### config.mk
export PLATFORM = sky130hd
export DESIGN_NAME = branch_predictor_bimodal
export DESIGN_NICKNAME = d
export VERILOG_FILES = /design/src/rtl/branch_predictor_bimodal.sv
export SDC_FILE = /design/constraint.sdc
export NUM_CORES = 2
export LEC_CHECK = 0
export CORE_MARGIN = 4
export CORE_UTILIZATION = 35
export CTS_CLUSTER_DIAMETER = 100
export CTS_CLUSTER_SIZE = 20
export DETAILED_ROUTE_END_ITERATION = 8
export GPL_ROUTABILITY_DRIVEN = 0
export PLACE_DENSITY_LB_ADDON = 0.25
export SLEW_MARGIN = 20
export SYNTH_ARGS = -nofsm -noshare
export SYNTH_HDL_FRONTEND = slang
export SYNTH_SLANG_ARGS = --single-unit
export TNS_END_PERCENT = 30
### constraint.sdc
create_clock -name clk -period 14 [get_ports clk]
set_clock_uncertainty 0.15 [all_clocks]
set_input_delay 1.4 -clock clk [delete_from_list [all_inputs] [get_ports clk]]
set_output_delay 1.4 -clock clk [all_outputs]
set_load 0.02 [all_outputs]
### src/rtl/branch_predictor_bimodal.sv
// Branch predictor: tagged BTB with 2-bit bimodal counters and a return-address stack.
// Lookup of the fetch PC is combinational; EX resolution flushes and trains at the clock edge.
module branch_predictor_bimodal #(
  parameter int ADDR_W      = 32,
  parameter int BTB_ENTRIES = 16,
  parameter int RAS_DEPTH   = 4,
  parameter int PRED_MODE   = 1
) (
  input  logic              clk,
  input  logic              rst,
  input  logic [ADDR_W-1:0] if_pc,
  output logic              if_pred_branch,
  output logic              if_pred_taken,
  output logic [ADDR_W-1:0] if_pred_npc,
  output logic              flush,
  input  logic              ex_valid,
  input  logic [ADDR_W-1:0] ex_pc,
  input  logic [ADDR_W-1:0] ex_pred_npc,
  input  logic              ex_pred_branch,
  input  logic              ex_is_branch,
  input  logic              ex_is_cond,
  input  logic              ex_is_call,
  input  logic              ex_is_ret,
  input  logic              ex_is_taken,
  input  logic [ADDR_W-1:0] ex_target,
  output logic [31:0]       perf_branches,
  output logic [31:0]       perf_mispred
);

  localparam int IDX_W = $clog2(BTB_ENTRIES);
  localparam int TAG_W = ADDR_W - IDX_W - 2;
  localparam int RAS_W = $clog2(RAS_DEPTH);
  localparam logic [ADDR_W-1:0] PC_STEP   = ADDR_W'(4);
  localparam logic [RAS_W:0]    RAS_FULL  = (RAS_W + 1)'(RAS_DEPTH);

  logic [BTB_ENTRIES-1:0] valid_r;
  logic [BTB_ENTRIES-1:0] cond_r;
  logic [BTB_ENTRIES-1:0] ret_r;
  logic [TAG_W-1:0]       tag_r    [BTB_ENTRIES];
  logic [ADDR_W-1:0]      target_r [BTB_ENTRIES];
  logic [1:0]             ctr_r    [BTB_ENTRIES];
  logic [ADDR_W-1:0]      ras_r    [RAS_DEPTH];
  logic [RAS_W-1:0]       ras_ptr_r;
  logic [RAS_W:0]         ras_count_r;
  logic [31:0]            perf_branches_r;
  logic [31:0]            perf_mispred_r;

  logic [IDX_W-1:0]  if_idx_s;
  logic [TAG_W-1:0]  if_tag_s;
  logic [IDX_W-1:0]  ex_idx_s;
  logic [TAG_W-1:0]  ex_tag_s;
  logic              if_hit_s;
  logic              if_taken_s;
  logic [ADDR_W-1:0] if_target_s;
  logic [ADDR_W-1:0] ex_actual_s;
  logic              flush_s;
  logic              ex_hit_s;
  logic [1:0]        ctr_next_s;
  logic              train_en_s;
  logic              unused_s;

  assign if_idx_s   = if_pc[IDX_W+1:2];
  assign if_tag_s   = if_pc[ADDR_W-1:IDX_W+2];
  assign ex_idx_s   = ex_pc[IDX_W+1:2];
  assign ex_tag_s   = ex_pc[ADDR_W-1:IDX_W+2];
  assign train_en_s = (PRED_MODE != 0) && ex_valid;
  assign unused_s   = ^{if_pc[1:0], ex_pc[1:0]};

  // Fetch-side lookup, resolution check and next-PC select.
  always_comb begin
    if_hit_s    = 1'b0;
    if_target_s = target_r[if_idx_s];
    if (PRED_MODE != 0) begin
      if_hit_s = valid_r[if_idx_s] && (tag_r[if_idx_s] == if_tag_s);
    end else begin
      if_hit_s = 1'b0;
    end
    if_taken_s = if_hit_s && (!cond_r[if_idx_s] || ctr_r[if_idx_s][1]);
    // A return only trusts the stack while it holds something.
    if (ret_r[if_idx_s] && (ras_count_r != '0)) begin
      if_target_s = ras_r[ras_ptr_r - RAS_W'(1)];
    end else begin
      if_target_s = target_r[if_idx_s];
    end
    ex_actual_s = ex_is_taken ? ex_target : (ex_pc + PC_STEP);
    flush_s     = ex_valid && (ex_actual_s != ex_pred_npc);
    if (flush_s) begin
      if_pred_npc = ex_actual_s;
    end else if (if_taken_s) begin
      if_pred_npc = if_target_s;
    end else begin
      if_pred_npc = if_pc + PC_STEP;
    end
  end

  // Next counter value for the entry addressed by the EX instruction.
  always_comb begin
    ex_hit_s   = valid_r[ex_idx_s] && (tag_r[ex_idx_s] == ex_tag_s);
    ctr_next_s = ctr_r[ex_idx_s];
    if (!ex_is_cond) begin
      ctr_next_s = 2'b11;
    end else if (!ex_hit_s) begin
      ctr_next_s = ex_is_taken ? 2'b10 : 2'b01;
    end else if (ex_is_taken) begin
      ctr_next_s = (ctr_r[ex_idx_s] == 2'b11) ? 2'b11 : (ctr_r[ex_idx_s] + 2'b01);
    end else begin
      ctr_next_s = (ctr_r[ex_idx_s] == 2'b00) ? 2'b00 : (ctr_r[ex_idx_s] - 2'b01);
    end
  end

  assign if_pred_branch = if_hit_s;
  assign if_pred_taken  = if_taken_s;
  assign flush          = flush_s;
  assign perf_branches  = perf_branches_r;
  assign perf_mispred   = perf_mispred_r;

  // Table training, return stack and performance counters; reset wins over any update.
  always_ff @(posedge clk) begin
    if (rst) begin
      valid_r         <= '0;
      ras_ptr_r       <= '0;
      ras_count_r     <= '0;
      perf_branches_r <= 32'd0;
      perf_mispred_r  <= 32'd0;
      for (int i = 0; i < BTB_ENTRIES; i++) begin
        ctr_r[i] <= 2'b01;
      end
    end else begin
      if (train_en_s && ex_is_branch) begin
        ctr_r[ex_idx_s] <= ctr_next_s;
        if (!ex_hit_s) begin
          valid_r[ex_idx_s]  <= 1'b1;
          tag_r[ex_idx_s]    <= ex_tag_s;
          target_r[ex_idx_s] <= ex_target;
          cond_r[ex_idx_s]   <= ex_is_cond;
          ret_r[ex_idx_s]    <= ex_is_ret;
        end else if (ex_is_taken) begin
          target_r[ex_idx_s] <= ex_target;
        end
      end else if (train_en_s && ex_pred_branch) begin
        // A non-branch that hit in fetch means the entry aliases; drop it.
        valid_r[ex_idx_s] <= 1'b0;
      end
      if (train_en_s && ex_is_call) begin
        ras_r[ras_ptr_r] <= ex_pc + PC_STEP;
        ras_ptr_r        <= ras_ptr_r + RAS_W'(1);
        if (ras_count_r != RAS_FULL) begin
          ras_count_r <= ras_count_r + (RAS_W + 1)'(1);
        end
      end else if (train_en_s && ex_is_ret && (ras_count_r != '0)) begin
        ras_ptr_r   <= ras_ptr_r - RAS_W'(1);
        ras_count_r <= ras_count_r - (RAS_W + 1)'(1);
      end
      if (ex_valid && ex_is_branch) begin
        perf_branches_r <= perf_branches_r + 32'd1;
      end
      if (flush_s) begin
        perf_mispred_r <= perf_mispred_r + 32'd1;
      end
    end
  end

endmodule

After elaboration in Yosys (flattened, before gate mapping)
Memory sizes are Yosys's and may differ from the RTL's.
Cells that the tools add are included.
Widths: inputs -> output; s select.
- register bits after elaboration: 117
- bits in writable memories: 1088
- input port bits: 137
- output and inout port bits: 99
- word-level logic and storage cells: 109
- memories: 4
- memory list (name ; words ; bits a word ; rd ports ; clocked after memory_dff ; wr ports ; RTL line ; source):
    target_r ; 16 ; 32 ; 1 ; 0 ; 1 ; 40 ; logic [ADDR_W-1:0] target_r [BTB_ENTRIES];
    tag_r ; 16 ; 26 ; 2 ; 0 ; 1 ; 39 ; logic [TAG_W-1:0] tag_r [BTB_ENTRIES];
    ras_r ; 4 ; 32 ; 1 ; 0 ; 1 ; 42 ; logic [ADDR_W-1:0] ras_r [RAS_DEPTH];
    ctr_r ; 16 ; 2 ; 2 ; 0 ; 16 ; 41 ; logic [1:0] ctr_r [BTB_ENTRIES];
- add/sub/neg operators: 10
- $lt $le $gt $ge: 3
- eq/ne operators: 7
- multiplexer cells: 51
- bitwise logic cells: 6
- reduce and logical (&&, ||, !) cells: 21
- operator list (kind ; number):
    $mux 32 ; 5
    $add 32x1->32 const B ; 2
    $add 32x3->32 const B ; 2
    $eq 26x26->1 ; 2
    $mux 16 ; 3
    $bwmux 16 ; 2
    $ne 32x32->1 ; 1
    $mux 1 ; 23
    $mux 2 ; 9
    $and 16x16->16 ; 1
    $bmux 1 s4 ; 4
    $not 16->16 ; 1
    $or 16x16->16 ; 1
    $logic_and 1x1->1 ; 11
    $lt 4x5->1 const B ; 2
    $mux 3 ; 3
    $add 2x1->2 const B ; 2
    $demux 1 s4 ; 1
    $ge 4x1->1 const B ; 1
    $mux 4 ; 1
    $reduce_and 2->1 ; 2
    $reduce_bool 2->1 ; 2
    $sub 2x1->2 const B ; 2
    $add 3x1->3 const B ; 1
    13 further kinds ; 14

Depth between registers and ports, before layout
- word-level depth: 8
- mapped depth: 20
- gate-level depth less buffers: 12

Least setup slack after synthesis
OpenSTA, ideal clock, no wires.
- path type: in2out
- start point: input port ex_pc[2]
- end point: output port if_pred_npc[10]
- data arrival time: 5.468 ns
- required time: 12.450 ns
- slack: 6.982 ns
- cell stages on the path: 19
- buffers on the path: 8
- path through: buf_2 buf_6 buf_6 buf_4 buf_2 buf_2 inv_1 ha_1 xnor2_1 o311ai_0 o21ai_0 o21ai_0 a2111oi_0 nand4_1 nor4_1 a21o_1 buf_2 buf_2 mux2i_1
- word-level cells in the longest chain between the ends: 5
- ends and longest elaborated chain (element ; RTL line ; source):
    start, declared ; 17 ; input logic [ADDR_W-1:0] ex_pc,
    $add 32x3->32 * ; 85 ; ex_actual_s = ex_is_taken ? ex_target : (ex_pc + PC_STEP);
    $mux 32 * ; 85 ;
    $ne 32x32->1 ; 86 ; flush_s = ex_valid && (ex_actual_s != ex_pred_npc);
    $logic_and 1x1->1 ; 86 ;
    $mux 32 * ; 87 ; if (flush_s) begin
    end, declared ; 14 ; output logic [ADDR_W-1:0] if_pred_npc,
Every way passes the cells marked *; elsewhere a longest branch is shown, timed or not.

Worst setup path after layout
- start point: input port ex_pc[2]
- end point: output port if_pred_npc[13]
The elaborated chain is that of the path after synthesis.

==> results_dict.tcl <==
set metrics [dict create \
    outcome "finished, final reports clean" \
    initial_core_util_pct 35.2 \
    grt_max_degree 87 \
    power_density_mw_per_mm2 114 \
    grt_pass1_vias 30981 \
    cts_resized 0 \
    max_slew.worst_pin.slew_ns 1.16 \
    synthFlopType "edfxtp_1" \
    comb_power_share_pct 11.3 \
    internal_power_mw 5.28 \
    synthToLayoutAreaGrowth_pct 13.3 \
    postCtsSetupBuffers 0 \
    design_area_mm2 0.0615 \
    final_max_slew_viol_count 0 \
    core_area_mm2 0.154 \
    fmax_mhz 109 \
    clkSinkCount 1205 \
    syn-cell-area_mm2 0.0543 \
    synthCells 3116 \
    ys_seq_area_share_pct 65.1 \
    ctsHoldBuffers 0 \
    drc 0 \
    cts_root_buf "clkbuf_16" \
    power_mw 6.99 \
    yosysTopAreaCell "edfxtp_1" \
    hold_viol_final 0 \
    antenna_found_initial 13 \
    gr-usage-all-layers_pct 21.1 \
    clkTransAtPathRegs_ns 0.09 \
    place_area_mm2 0.0594 \
    critPathCaptureType "output pin" \
    rsz0062_at_grt "false" \
    synth_seq_cells 1205 \
    p_sw_mw 1.71 \
    yosys-top-cells-count "edfxtp_1, mux4_2, nor2_1" \
    fp-row-count 144 \
    start_kind "primary input" \
    power.share.switching_pct 24.4 \
    synthDistinctLibCells 81 \
    io_buffers 235 \
    drv_cap 0 \
    setup_tns_ns 0 \
    multi_input_area_mm2 0.0182 \
    timing.final.crit_share_pct 65.7 \
    fin_nets 3477 \
    arrival_ns 7.65 \
    cts_inserted_buffers 72 \
    ctsLongestPathBuffers 3 \
    regArea_mm2 0.0353 \
    drtPass1Iterations 6 \
    ant_nets 0 \
    timing.hold.ws_ns 0.336 \
    drive_above_1_share_pct 21.6 \
    clockPowerShare_pct 31.8 \
    cp_max_fo 57 \
    die-area_mm2 0.162 \
    final.min_clock_period_ns 9.20 \
    die_y_um 402 \
    slew_headroom_pct 22.8 \
    finalSetupViolCount 0 \
    wl_per_cell_um 32.3 \
    synth_area_leaders "edfxtp_1, mux4_2, dfxtp_1" \
    syn-num-nets 3265 \
    cts_htree_levels 3 \
    vdd_drop_max_mv 0.101 \
    grt_pass1_wl_um 243000 \
    synth_warnings 0 \
    dp.cells 5298 \
    fillerInstances 14019 \
    p_leak_nw 19.2 \
    dpl.hpwl_um 110000 \
    p_seq_share_pct 56.9 \
    required_ns 12.45 \
    dieWidth_um 402 \
    ios 236 \
    vias_per_cell 5.88 \
    cts_tree "built" \
    yosysMostFrequentCell "edfxtp_1" \
    syn_area_per_cell_um2 17.4 \
    grt_overflow 0 \
    hp-class "reg2reg" \
    vias 31802 \
    synth_edf_count 1120 \
    async_flop_share_pct 0 \
    wirelength_um 175000 \
    yosysTopAreaCellShare_pct 61.9 \
    worstSetupPathType "in2out" \
    finalNonFillerCells 5407 \
    clock_latency_ns 0.69 \
    drt-initial-drc-count 3768 \
]
cells by family (layout without fill, tap and decap cells):
family          Yosys count  count (layout)  synth area share [%]
mux                     571             571                  20.2
other cells               0               5                     0
xor+xnor                190             190                  3.09
buf+inv                 242             484                  1.97
compound gates          307             307                  3.98
flops                  1205            1205                  65.1
fa+ha+maj                12              12                 0.290
simple gates            589             589                  5.45
flip-flops by register name, summed over array words and instances (netlist names), named ones only:
signal         count
cond_r            16
ras_count_r        3
ras_ptr_r          2
tag_r            416
perf_branches     32
ret_r             16
perf_mispred      32
target_r         512
ras_r            128
ctr_r             32
critical path, cell delays in order:
cell and delay (ns):
clkbuf_8 0.49, ha_1 0.47, nand4_1 0.24, or4_1 0.70, or2_2 0.36, a221oi_1 0.58
xor2_1 0.22, o2111ai_1 0.19, nor4_1 0.44, a21o_2 0.20, buf_4 0.57, inv_2 0.51
mux2i_1 0.43, clkdlybuf4s50_1 0.68
path summary, 6_finish.rpt:
path         depth (start not counted)  slack (ns)          start         endpoint
max                                 14        4.80       ex_pc[2]  if_pred_npc[13]
min                                  1        0.34       register         register
max reg2reg                         10        8.77  tag_r[11][23]   target_r[2][2]
min reg2reg                          1        0.34       register         register
area by class of cell:
class / count / share of cell area [%]
Sequential cell: 1205 / 57.4
Multi-Input combinational cell: 1669 / 29.6
Timing Repair Buffer: 342 / 5.17
Tap cell: 2044 / 4.16
Clock buffer: 92 / 3.08
Clock inverter: 12 / 0.352
Inverter: 38 / 0.234
Antenna cell: 5 / 0.0203
routing by layer:
layer	share of wire [%]	track usage (%)	wire length [um]
met1	43	30.6	74300
met4	2.7	5.06	4640
met3	9.6	5.38	16800
met5	0.0074	0	13
met2	45	31.9	78800
power groups by stage:
stage,sequential [mW],combinational [mW],clock [mW]
floorplan,4.06,0.443,0
global placement,4.06,0.780,0
detailed placement,4.06,0.780,0
CTS,3.98,0.782,2.28
global route,3.98,0.821,2.41
finish,3.98,0.787,2.22
layout by cell type (no fill, tap or decap), types with 19 or more instances in the layout:
cell,n
a21oi_1,64
a22oi_1,59
and3_1,23
buf_4,106
clkbuf_1,19
clkbuf_16,73
clkdlybuf4s50_1,227
dfxtp_1,84
edfxtp_1,1120
inv_1,34
mux2_2,40
mux2i_1,117
mux4_2,414
nand2_1,133
nand3_1,65
nand4_1,43
nor2_1,121
nor2_4,34
nor2b_1,23
nor3_1,30
o21ai_0,43
xnor2_1,105
xor2_1,84
stage by stage:
stage,worst slack (ns),utilization (%)
floorplan,6.98,-
global placement,4.97,38.5
detailed placement,4.93,38.5
CTS,4.92,39.9
global route,4.59,39.9
finish,4.80,39.9
No activity file was read; power rests on OpenSTA's default activity.
